## src/rtl/shapool_pkg.sv

```systemverilog
// -----------------------------------------------------------------------------
// shapool_pkg
// Shared definitions for the hashing-pool result transmitter: result frame
// width, status-byte bit positions and the transmitter state encoding.
// No ports (package).
// -----------------------------------------------------------------------------
package shapool_pkg;

    localparam int FRAME_WIDTH   = 40;
    localparam int STATUS_VALID  = 7;
    localparam int STATUS_OVF    = 6;
    localparam int STATUS_NOFLAG = 5;

    typedef enum logic [1:0] {
        IDLE  = 2'd0,
        HOLD  = 2'd1,
        SHIFT = 2'd2
    } state_t;

endpackage

```

## src/rtl/shapool_prio_enc.sv

```systemverilog
// -----------------------------------------------------------------------------
// shapool_prio_enc
// Combinational lowest-set-bit encoder used to turn the pool's per-unit
// match flags into the index of the winning unit.
// Ports:
//   flags_i  [POOL_SIZE-1:0]  per-unit match flags
//   index_o  [IDX_W-1:0]      index of the lowest set flag (0 when none set)
//   none_o                    high when no flag is set
// -----------------------------------------------------------------------------
module shapool_prio_enc #(
    parameter int POOL_SIZE = 2,
    parameter int IDX_W     = (POOL_SIZE > 1) ? $clog2(POOL_SIZE) : 1
) (
    input  logic [POOL_SIZE-1:0] flags_i,
    output logic [IDX_W-1:0]     index_o,
    output logic                 none_o
);

    // NOTE: every output gets a default before the loop so no path through
    // the block leaves a value unassigned, which would infer a latch.
    always_comb begin
        index_o = '0;
        none_o  = 1'b1;
        // Scan from the top down so the lowest set bit is the last writer.
        for (int i = POOL_SIZE - 1; i >= 0; i--) begin
            if (flags_i[i]) begin
                index_o = IDX_W'(i);
                none_o  = 1'b0;
            end
        end
    end

endmodule

```

## src/rtl/shapool_result_tx.sv

```systemverilog
// -----------------------------------------------------------------------------
// shapool_result_tx
// Captures the first success from the hashing pool, folds the winning unit
// index into the nonce upper bits, freezes the pool and shifts a 40-bit
// {status, nonce} frame out MSB first on host-paced strobes.
// Ports:
//   clk             system clock
//   reset           asynchronous, active-high reset
//   success_in      single-cycle success strobe from the pool
//   nonce_in[31:0]  pool nonce (upper POOL_SIZE_LOG2 bits are zero)
//   match_flags_in  per-unit match flags, valid with success_in
//   rd_start        host strobe: load the frame and begin readout
//   shift_en        host strobe: advance one bit
//   bit_out         current frame bit, MSB first
//   result_valid    a result is held
//   halt_out        freeze request to the pool
//   busy            readout in progress
//   done            one-cycle pulse at the end of the frame
// -----------------------------------------------------------------------------
module shapool_result_tx
    import shapool_pkg::*;
#(
    parameter int POOL_SIZE      = 2,
    parameter int POOL_SIZE_LOG2 = 1
) (
    input  logic                 clk,
    input  logic                 reset,
    input  logic                 success_in,
    input  logic [31:0]          nonce_in,
    input  logic [POOL_SIZE-1:0] match_flags_in,
    input  logic                 rd_start,
    input  logic                 shift_en,
    output logic                 bit_out,
    output logic                 result_valid,
    output logic                 halt_out,
    output logic                 busy,
    output logic                 done
);

    localparam logic [5:0] LAST_BIT = 6'(FRAME_WIDTH - 1);

    state_t                   state_q, state_d;
    logic [FRAME_WIDTH-1:0]   sr_q, sr_d;
    logic [5:0]               cnt_q, cnt_d;
    logic [31:0]              nonce_q, nonce_d;
    logic                     valid_q, valid_d;
    logic                     ovf_q, ovf_d;
    logic                     noflag_q, noflag_d;
    logic                     pend_ovf_q, pend_ovf_d;
    logic                     done_q, done_d;

    logic [POOL_SIZE_LOG2-1:0] win_idx;
    logic                      win_none;
    logic [31:0]               captured_nonce;
    logic [FRAME_WIDTH-1:0]    frame;

    shapool_prio_enc #(
        .POOL_SIZE (POOL_SIZE),
        .IDX_W     (POOL_SIZE_LOG2)
    ) u_prio_enc (
        .flags_i (match_flags_in),
        .index_o (win_idx),
        .none_o  (win_none)
    );

    // The pool leaves the top bits zero; the winner index fills them.
    assign captured_nonce = {win_idx, nonce_in[31-POOL_SIZE_LOG2:0]};

    // A success arriving on the same edge as rd_start in HOLD still marks
    // the frame being loaded as overflowed.
    assign frame = {valid_q, ovf_q | success_in, noflag_q, 5'b0, nonce_q};

    always_comb begin
        state_d    = state_q;
        sr_d       = sr_q;
        cnt_d      = cnt_q;
        nonce_d    = nonce_q;
        valid_d    = valid_q;
        ovf_d      = ovf_q;
        noflag_d   = noflag_q;
        pend_ovf_d = pend_ovf_q;
        done_d     = 1'b0;

        case (state_q)
            IDLE: begin
                if (success_in) begin
                    nonce_d    = captured_nonce;
                    valid_d    = 1'b1;
                    ovf_d      = pend_ovf_q;
                    noflag_d   = win_none;
                    pend_ovf_d = 1'b0;
                    state_d    = HOLD;
                end else if (rd_start) begin
                    // Empty read: the host still gets a well-formed frame.
                    sr_d    = '0;
                    cnt_d   = '0;
                    state_d = SHIFT;
                end
            end
            HOLD: begin
                if (success_in) begin
                    ovf_d = 1'b1;
                end
                if (rd_start) begin
                    sr_d    = frame;
                    cnt_d   = '0;
                    state_d = SHIFT;
                end
            end
            SHIFT: begin
                if (success_in) begin
                    pend_ovf_d = 1'b1;
                end
                if (shift_en) begin
                    if (cnt_q == LAST_BIT) begin
                        done_d     = 1'b1;
                        valid_d    = 1'b0;
                        ovf_d      = 1'b0;
                        noflag_d   = 1'b0;
                        pend_ovf_d = 1'b0;
                        sr_d       = '0;
                        cnt_d      = '0;
                        state_d    = IDLE;
                    end else begin
                        sr_d  = {sr_q[FRAME_WIDTH-2:0], 1'b0};
                        cnt_d = cnt_q + 6'd1;
                    end
                end
            end
            default: state_d = IDLE;
        endcase
    end

    // NOTE: state registers use non-blocking assignments so every flop
    // samples the pre-edge values, independent of statement order.
    always_ff @(posedge clk or posedge reset) begin
        if (reset) begin
            state_q    <= IDLE;
            sr_q       <= '0;
            cnt_q      <= '0;
            nonce_q    <= '0;
            valid_q    <= 1'b0;
            ovf_q      <= 1'b0;
            noflag_q   <= 1'b0;
            pend_ovf_q <= 1'b0;
            done_q     <= 1'b0;
        end else begin
            state_q    <= state_d;
            sr_q       <= sr_d;
            cnt_q      <= cnt_d;
            nonce_q    <= nonce_d;
            valid_q    <= valid_d;
            ovf_q      <= ovf_d;
            noflag_q   <= noflag_d;
            pend_ovf_q <= pend_ovf_d;
            done_q     <= done_d;
        end
    end

    assign busy         = (state_q == SHIFT);
    assign bit_out      = busy & sr_q[FRAME_WIDTH-1];
    assign result_valid = valid_q;
    assign done         = done_q;
    // The pool only needs freezing while a real result is outstanding; an
    // empty readout (no captured result) leaves the pool running.
    assign halt_out     = (state_q == HOLD) | (busy & valid_q);

endmodule
```

## config.mk

```make
export PLATFORM = sky130hd
export DESIGN_NAME = shapool_result_tx
export DESIGN_NICKNAME = d
export VERILOG_FILES = /design/src/rtl/shapool_pkg.sv /design/src/rtl/shapool_prio_enc.sv /design/src/rtl/shapool_result_tx.sv
export SDC_FILE = /design/constraint.sdc
export NUM_CORES = 1
export LEC_CHECK = 0
export CAP_MARGIN = 10
export CORE_UTILIZATION = 35
export CTS_CLUSTER_SIZE = 28
export DETAILED_ROUTE_END_ITERATION = 6
export PLACE_DENSITY = 0.53
export SLEW_MARGIN = 20
export SYNTH_ARGS = -nofsm -noshare
export SYNTH_HDL_FRONTEND = slang
export SYNTH_SLANG_ARGS = --single-unit
export TNS_END_PERCENT = 50
```

## constraint.sdc

```tcl
create_clock -name clk -period 3.05 [get_ports clk]
set_input_delay 0.305 -clock clk [delete_from_list [all_inputs] [get_ports clk]]
set_output_delay 0.305 -clock clk [all_outputs]
set_load 0.05 [all_outputs]
```

==> flow_metrics.env, run 1 <==
export IMPL_outcome="complete, no violations"
export IMPL_ys_ff_latch=85
export IMPL_synthesis_area_sq_mm=0.00372
export IMPL_drive_gt1_share_pct=18.0
export IMPL_crit_fanout=17
export IMPL_via_count=2425
export IMPL_peakVddDrop_uv=341
export IMPL_gp_congestion=0.728
export IMPL_worstSetupEndpoint="bit_out"
export IMPL_yosys_warnings=0
export IMPL_path_delay_family="buffers and inverters"
export IMPL_grt_pass1_wl_mm=12.2
export IMPL_rr_startpoint="state_q[1]"
export IMPL_powerDensity_mw_per_mm2=915
export IMPL_fin_crit_sh_pct=88.3
export IMPL_insertion_delay_ps=360
export IMPL_slowest_stage="clkdlybuf4s50_1"
export IMPL_hold_class="in -> async"
export IMPL_period_minus_slack_ps=2690
export IMPL_cts_path_max_buffers=2
export IMPL_root_buffer="clkbuf_8"
export IMPL_avgSynthCellArea_sq_um=12.9
export IMPL_dpl_hpwl_mm=4.45
export IMPL_fillers=974
export IMPL_drt_iter0_drc=148
export IMPL_seq_area_frac_synth_pct=57.2
export IMPL_layout_common_cells="dfrtp_1, clkdlybuf4s50_1, a22o_1"
export IMPL_drc=0
export IMPL_wire_per_inst_um=15.3
export IMPL_grt_max_degree=55
export IMPL_die_area_sq_mm=0.0110
export IMPL_r2r_cells=7
export IMPL_core_area_sq_mm=0.0103
export IMPL_cts_resized=0
export IMPL_initial_core_util_pct=36.0
export IMPL_io_buffers=42
export IMPL_drv_slew=0
export IMPL_syn_num_nets=333
export IMPL_path_cells="inv_1 -> ha_1 -> and2_1 -> clkdlybuf4s50_1"
export IMPL_start_kind="register"
export IMPL_leakagePower_nw=2.23
export IMPL_yosysUniqueCellTypes=40
export IMPL_areaGrowthSynthToFinish_pct=20.6
export IMPL_cts_tree="built"
export IMPL_post_cts_buffers=0
export IMPL_setup_violations=0
export IMPL_fmax_ghz=0.372
export IMPL_final_common_cell="dfrtp_1"
export IMPL_insertedDiodeCount=0
export IMPL_totalWireLength_mm=7.18
export IMPL_gr_total_overflow=0
export IMPL_cp_end_kind="output port"
export IMPL_htree_levels=3
export IMPL_via_per_inst=5.17
export IMPL_cp_num_buf_inv=2
export IMPL_worst_slew_pin_slew_ps=672
export IMPL_cts_sinks=85
export IMPL_rows=37
export IMPL_skew_ps=11.7
export IMPL_die_y_um=105
export IMPL_slew_headroom_pct=55.0
export IMPL_layout_nets=372
export IMPL_hold_viol=0
export IMPL_cts_made_buffers=9
export IMPL_globalRouteTotalUtil_pct=14.2
export IMPL_grt_pass1_vias=2436
export IMPL_rr_endpoint="sr_q[9]"
export IMPL_reg2reg_slack_ps=670
export IMPL_synth_cells=289
export IMPL_critical_path_class="reg -> out"
export IMPL_setup_tns_ps=0
export IMPL_crit_arrival_ps=2390
export IMPL_rsz0062_at_grt="no"
export IMPL_holdBufCountCts=0
export IMPL_required_ps=2740
export IMPL_ant_nets=0
export IMPL_holdWs_ps=308
export IMPL_ioPinCount=44
export IMPL_antenna_found_initial=0
export IMPL_cap_violations=0
export IMPL_critPathLaunch="state_q[0]"
export IMPL_die_w_um=105
export IMPL_path_clk_slew_ps=90
export IMPL_cp_num_cells=4
export IMPL_first_pass_iters=4
export IMPL_cpPeakStageDelay_ps=800
## worst min-delay path by stage
stage / to / from
floorplan: sr_q[1] / sr_q[0]
global placement: sr_q[13] / sr_q[12]
detailed placement: sr_q[1] / sr_q[0]
CTS: nonce_q[26] / reset
global route: nonce_q[25] / reset
finish: nonce_q[26] / reset
## flip-flops by register name, summed over array words and instances, names as in the netlist
signal        cells
cnt_q             6
noflag_q          1
sr_q             40
done              1
ovf_q             1
state_q           2
result_valid      1
nonce_q          32
pend_ovf_q        1
## power breakdown
group / internal, mW / leakage, nW / switching (mW)
combinational: 0.678 / 1.01 / 0.726
clock: 0.513 / 0.118 / 0.410
sequential: 1.54 / 1.10 / 0.240
## cells by family after synthesis
kind of cell / after synthesis / synth area share [%]
buffers and inverters: 26 / 4.14
and+or+nand+nor: 34 / 4.98
adders and majority gates: 5 / 1.68
AOI/OAI and AO/OA: 106 / 22.1
DFF: 85 / 57.2
muxes: 33 / 9.99
## per-layer routing
layer	wire length (um)	track usage (%)	vias up
li1	-	-	1151
met1	3520	19.2	1214
met2	3240	21.7	51
met3	292	3.68	9
met4	118	6.04	0
met5	0	0	-
## synth_stat cells
cell	instances	share of area (%)
mux2_1	1	0.30
nor4_1	1	0.17
nand2_2	1	0.17
nor2_1	2	0.20
nand2b_1	2	0.34
clkbuf_1	1	0.10
nand4_1	2	0.34
mux2_2	32	9.7
o211ai_1	2	0.40
o21ai_1	1	0.13
inv_1	6	0.61
o21a_1	1	0.20
o2111ai_1	1	0.24
buf_6	4	1.2
a22o_1	41	9.7
and3_1	3	0.50
nor4b_1	1	0.24
o41ai_1	1	0.24
nand2_1	9	0.91
o2111a_2	1	0.34
a21boi_1	1	0.20
nor2_2	1	0.17
buf_2	12	1.6
or2_2	1	0.17
o22ai_1	2	0.34
and2_1	2	0.34
a21oi_1	4	0.54
nand3_1	4	0.54
ha_1	5	1.7
nor3_1	1	0.13
a21o_1	34	6.9
a221o_1	1	0.27
nand3_2	1	0.27
dfrtp_1	85	57
o31a_1	2	0.47
nor2b_1	3	0.50
o21ai_0	10	1.3
buf_4	3	0.61
o31ai_1	3	0.61
o221ai_1	1	0.24
## final cells by class
class,count,area [sq um],share of cell area [%]
Clock buffer,12,155,3.46
Clock inverter,4,77.6,1.73
Inverter,6,23.8,0.530
Multi-Input combinational cell,178,1460,32.5
Sequential cell,85,2130,47.4
Tap cell,136,170,3.79
Timing Repair Buffer,48,478,10.6
## metrics by stage
| stage | utilization, % | area [sq um] | setup WS [ps] | std cells | power (mW) |
|---|---|---|---|---|---|
| after floorplan | - | 3720 | 552 | 289 | 2.84 |
| after global placement | 41.2 | 4260 | 697 | 453 | 3.19 |
| after detailed placement | 41.2 | 4260 | 672 | 453 | 3.22 |
| after CTS | 43.5 | 4490 | 302 | 469 | 4.17 |
| after global routing | 43.5 | 4490 | 226 | 469 | 4.38 |
| final | 43.5 | 4490 | 358 | 469 | 4.11 |
(Power assumes the default switching activity.)
==> run 2, diff against run 1 <==
--- a/config.mk
+++ b/config.mk
@@ -10,6 +10,7 @@
 export CTS_CLUSTER_SIZE = 28
 export DETAILED_ROUTE_END_ITERATION = 6
 export PLACE_DENSITY = 0.53
+export SETUP_SLACK_MARGIN = 0.5
 export SLEW_MARGIN = 20
 export SYNTH_ARGS = -nofsm -noshare
 export SYNTH_HDL_FRONTEND = slang
==> flow_metrics.env, run 2 (synthesized netlist as in run 1, its figures left out) <==
export IMPL_outcome="complete, no violations"
export IMPL_die_area_sq_mm=0.0110
export IMPL_fillers=971
export IMPL_globalRouteTotalUtil_pct=14.2
export IMPL_final_util_pct=43.5
export IMPL_setup_violations=0
export IMPL_cts_sinks=85
export IMPL_drc=0
export IMPL_layout_common_cells="dfrtp_1, a22o_1, clkdlybuf4s50_1"
export IMPL_via_per_inst=5.14
export IMPL_dpl_hpwl_mm=4.45
export IMPL_antenna_found_initial=0
export IMPL_htree_levels=3
export IMPL_finalPower_mw=4.11
export IMPL_cts_made_buffers=9
export IMPL_final_common_cell="dfrtp_1"
export IMPL_path_clk_slew_ps=90
export IMPL_drv_slew=0
export IMPL_grt_max_degree=55
export IMPL_die_y_um=105
export IMPL_slowest_stage="clkdlybuf4s50_1"
export IMPL_totalWireLength_mm=7.19
export IMPL_cp_end_kind="output port"
export IMPL_path_delay_family="buffers and inverters"
export IMPL_wire_per_inst_um=15.3
export IMPL_layout_nets=372
export IMPL_drt_iter0_drc=148
export IMPL_holdWs_ps=308
export IMPL_period_minus_slack_ps=2430
export IMPL_holdBufCountCts=0
export IMPL_dp_cells=453
export IMPL_leakagePower_nw=2.24
export IMPL_grt_pass1_wl_mm=12.2
export IMPL_areaGrowthSynthToFinish_pct=20.7
export IMPL_crit_fanout=17
export IMPL_io_buffers=42
export IMPL_hold_viol=0
export IMPL_gr_total_overflow=0
export IMPL_slew_headroom_pct=55.0
export IMPL_skew_ps=11.1
export IMPL_required_ps=2740
export IMPL_rsz0062_at_grt="no"
export IMPL_critical_path_class="reg -> out"
export IMPL_insertion_delay_ps=360
export IMPL_cpPeakStageDelay_ps=870
export IMPL_post_cts_buffers=0
export IMPL_start_kind="register"
export IMPL_rows=37
export IMPL_largest_register="sr_q"
export IMPL_cap_violations=0
export IMPL_gp_congestion=0.728
export IMPL_stdcell_count=469
export IMPL_worst_slew_pin_slew_ps=672
export IMPL_largest_reg_flops=40
export IMPL_fin_crit_sh_pct=79.7
export IMPL_first_pass_iters=4
export IMPL_top_regs="sr_q x40, nonce_q x32, cnt_q x6"
export IMPL_root_buffer="clkbuf_8"
export IMPL_ant_nets=0
export IMPL_crit_arrival_ps=2130
export IMPL_core_area_sq_mm=0.0103
export IMPL_cts_tree="built"
export IMPL_setup_tns_ps=0
export IMPL_cts_path_max_buffers=2
export IMPL_multi_input_area_sq_mm=0.00146
export IMPL_die_w_um=105
export IMPL_fmax_ghz=0.411
export IMPL_insertedDiodeCount=0
export IMPL_via_count=2411
export IMPL_grt_pass1_vias=2439
export IMPL_powerDensity_mw_per_mm2=915
export IMPL_path_cells="inv_1 -> ha_2 -> clkdlybuf4s50_1"
export IMPL_cp_num_buf_inv=2
export IMPL_hold_class="in -> async"
export IMPL_seq_area_sq_mm=0.00213
export IMPL_ioPinCount=44
export IMPL_initial_core_util_pct=36.0
export IMPL_drive_gt1_share_pct=18.3
export IMPL_peakVddDrop_uv=341
==> run 2: cell types whose count changed in the layout (fill, tap and decap cells not counted), sizes merged <==
cell / before / now
dlymetal6s2s: 0 / 1
dlygate4sd2: 0 / 1
clkdlybuf4s50: 42 / 40
==> run 2: stage by stage <==
step           instance area, sq um  worst slack [ps]
6_report                       4490               619
5_1_grt                        4490               534
4_1_cts                        4490               498
3_3_place_gp                   4260               697
2_1_floorplan                  3720               552
3_5_place_dp                   4260               672
==> run 2: power by group <==
group          switching, mW  internal (mW)  leakage [nW]
Clock                  0.413          0.513         0.118
Sequential             0.241           1.54          1.10
Combinational          0.727          0.678          1.03
Total                   1.38           2.73          2.24
==> run 2: worst register-to-register path: cells and delay by family, from the launching register on <==
family          cells  cell delay, ps
buf+inv             2             360
fa+ha+maj           1             450
flops               1             430
simple gates        2             600
compound gates      2             430
==> run 2: cell type report <==
type	instances	share of cell area, %
repair buffers	48	10.7
well taps	136	3.79
flip-flops and latches	85	47.3
multi-input cells	178	32.5
inverters	6	0.529
clock buffers	12	3.45
clock inverters	4	1.73
==> run 2: what timing repair did <==
item	CTS	global route
endpoints found under the setup margin	3	1
gates resized for setup	2	1
pin swaps	0	0
==> run 2: final timing paths <==
path,from,end,slack [ps],cells past startpoint
min reg2reg,sr_q[12],sr_q[13],480,1
min in group clk,sr_q[12],sr_q[13],480,1
min,reset,nonce_q[26],310,2
max reg2reg,state_q[0],sr_q[9],670,7
max in group asynchronous,reset,state_q[1],2060,3
max,state_q[0],busy,620,3
==> run 2: per-layer routing <==
metal | track usage, % | vias to the layer above | routed length (um)
li1 | - | 1150 | -
met1 | 19.2 | 1209 | 3540
met2 | 21.7 | 42 | 3270
met3 | 3.68 | 10 | 257
met4 | 6.04 | 0 | 114
met5 | 0 | - | 0
==> run 3, diff against run 2 <==
==> constraint.sdc (replaced) <==
create_clock -name clk -period 2.3 [get_ports clk]
set_input_delay 0.23 -clock clk [delete_from_list [all_inputs] [get_ports clk]]
set_output_delay 0.23 -clock clk [all_outputs]
set_load 0.05 [all_outputs]
==> flow_metrics.env, run 3 (synthesized netlist as in run 1, its figures left out) <==
export IMPL_outcome="complete, no violations"
export IMPL_die_w_um=105
export IMPL_pwr_share_seq_pct=40.8
export IMPL_place_area_sq_mm=0.00435
export IMPL_cts_sinks=85
export IMPL_r2r_cells=8
export IMPL_rsz0062_at_grt="yes"
export IMPL_areaGrowthSynthToFinish_pct=30.8
export IMPL_antenna_found_initial=0
export IMPL_root_buffer="clkbuf_8"
export IMPL_first_pass_iters=4
export IMPL_core_area_sq_mm=0.0103
export IMPL_swShare_pct=34.3
export IMPL_hold_viol=0
export IMPL_layout_nets=396
export IMPL_gr_total_overflow=0
export IMPL_initial_core_util_pct=36.0
export IMPL_critical_path_class="reg -> reg"
export IMPL_wire_per_inst_um=16.3
export IMPL_largest_register="sr_q"
export IMPL_setup_tns_ps=0
export IMPL_globalRouteTotalUtil_pct=14.8
export IMPL_hold_class="in -> async"
export IMPL_rows=37
export IMPL_power_internal_mw=3.81
export IMPL_period_minus_slack_ps=1830
export IMPL_fin_crit_sh_pct=79.5
export IMPL_grt_pass1_wl_mm=12.8
export IMPL_powerDensity_mw_per_mm2=1190
export IMPL_dpl_hpwl_mm=4.69
export IMPL_gp_congestion=0.746
export IMPL_top_regs="sr_q x40, nonce_q x32, cnt_q x6"
export IMPL_totalWireLength_mm=8.04
export IMPL_peakVddDrop_uv=429
export IMPL_insertedDiodeCount=0
export IMPL_reg2reg_slack_ps=470
export IMPL_io_buffers=42
export IMPL_cts_made_buffers=9
export IMPL_fillers=931
export IMPL_pwr_share_clk_pct=18.5
export IMPL_via_per_inst=5.14
export IMPL_path_clk_slew_ps=100
export IMPL_drt_iter0_drc=117
export IMPL_p_switching_mw=1.99
export IMPL_holdBufCountCts=0
export IMPL_via_count=2534
export IMPL_cts_path_max_buffers=2
export IMPL_die_area_sq_mm=0.0110
export IMPL_layout_common_cells="dfrtp_1, a22o_1, clkdlybuf4s50_1"
export IMPL_grt_max_degree=37
export IMPL_start_kind="register"
export IMPL_skew_ps=14.3
export IMPL_pwr_share_comb_pct=40.7
export IMPL_fmax_ghz=0.547
export IMPL_insertion_delay_ps=360
export IMPL_htree_levels=3
export IMPL_rr_endpoint="sr_q[20]"
export IMPL_worst_slew_pin_slew_ps=603
export IMPL_largest_reg_flops=40
export IMPL_slew_headroom_pct=59.7
export IMPL_final_util_pct=47.2
export IMPL_drc=0
export IMPL_drive_gt1_share_pct=27.7
export IMPL_rr_startpoint="state_q[1]"
export IMPL_setup_violations=0
export IMPL_leakagePower_nw=2.38
export IMPL_drv_slew=0
export IMPL_cap_violations=0
export IMPL_cts_tree="built"
export IMPL_ant_nets=0
export IMPL_final_area_sq_mm=0.00487
export IMPL_grt_pass1_vias=2488
export IMPL_final_common_cell="dfrtp_1"
export IMPL_crit_fanout=8
export IMPL_die_y_um=105
export IMPL_cp_end_kind="register"
export IMPL_crit_arrival_ps=2080
export IMPL_ioPinCount=44
export IMPL_required_ps=2550
## run 3: cell count changes in the layout (fill, tap and decap cells not counted), sizes merged
| cell | before | now |
|---|---|---|
| buf | 6 | 29 |
| clkbuf | 12 | 14 |
| clkdlybuf4s50 | 40 | 38 |
| clkinvlp | 0 | 2 |
| bufinv | 2 | 1 |
| dlymetal6s2s | 1 | 0 |
| inv | 7 | 8 |
## run 3: final cells by class
cell class	instances	area, sq um	area share [%]
timing repair buffer	72	813	16.7
sequential	85	2130	43.7
clock inverter	6	68.8	1.41
tap	136	170	3.50
inverter	6	26.3	0.540
multi-input combinational	178	1530	31.5
clock buffer	10	128	2.62
## run 3: power by group through the flow
stage / Sequential, mW / Combinational, mW / Clock (mW)
finish: 2.37 / 2.36 / 1.07
global route: 2.43 / 2.57 / 1.17
CTS: 2.36 / 2.20 / 1.11
detailed placement: 2.40 / 2.01 / 0
global placement: 2.39 / 1.97 / 0
floorplan: 2.28 / 1.48 / 0
## run 3: how the worst max path moves through the flow
stage,from,to,slack [ps]
after CTS,cnt_q[0],ovf_q,370
after global placement,state_q[0],sr_q[31],270
final,state_q[1],sr_q[20],470
after detailed placement,state_q[0],sr_q[26],220
after floorplan,state_q[0],sr_q[1],110
after global routing,cnt_q[1],ovf_q,390
## run 3: worst max-delay path: stages (launching register included)
cell and delay, ps:
dfrtp_2 420, inv_2 70, buf_6 120, ha_4 180, and3_4 150, and3_4 240, clkbuf_16 180, a22o_1 230
a21o_1 150
## run 3: routing by layer
metal  part of all wire [%]  wire length (um)  GRT usage, %  vias to the layer above
met3                    2.6               212          2.37                       12
met2                     46              3690          22.1                       37
li1                       -                 -             -                     1210
met1                     50              4010          21.2                     1275
met5                      0                 0             0                        -
met4                    1.6               129          6.34                        0
## run 3: per-stage QoR
step           hold WS [ps]  worst slack [ps]  instances  power [mW]
2_1_floorplan           378               105        289        3.76
3_3_place_gp            456               274        460        4.36
3_5_place_dp            462               222        460        4.41
4_1_cts                 291               366        485        5.66
5_1_grt                 314               386        493        6.17
6_report                278               472        493        5.81
## run 3: what timing repair did
item,in CTS,in global routing
endpoints found under the setup margin,50,44
gates cloned,1,4
resized for setup,15,11
setup buffers,8,4
pin swaps,1,14
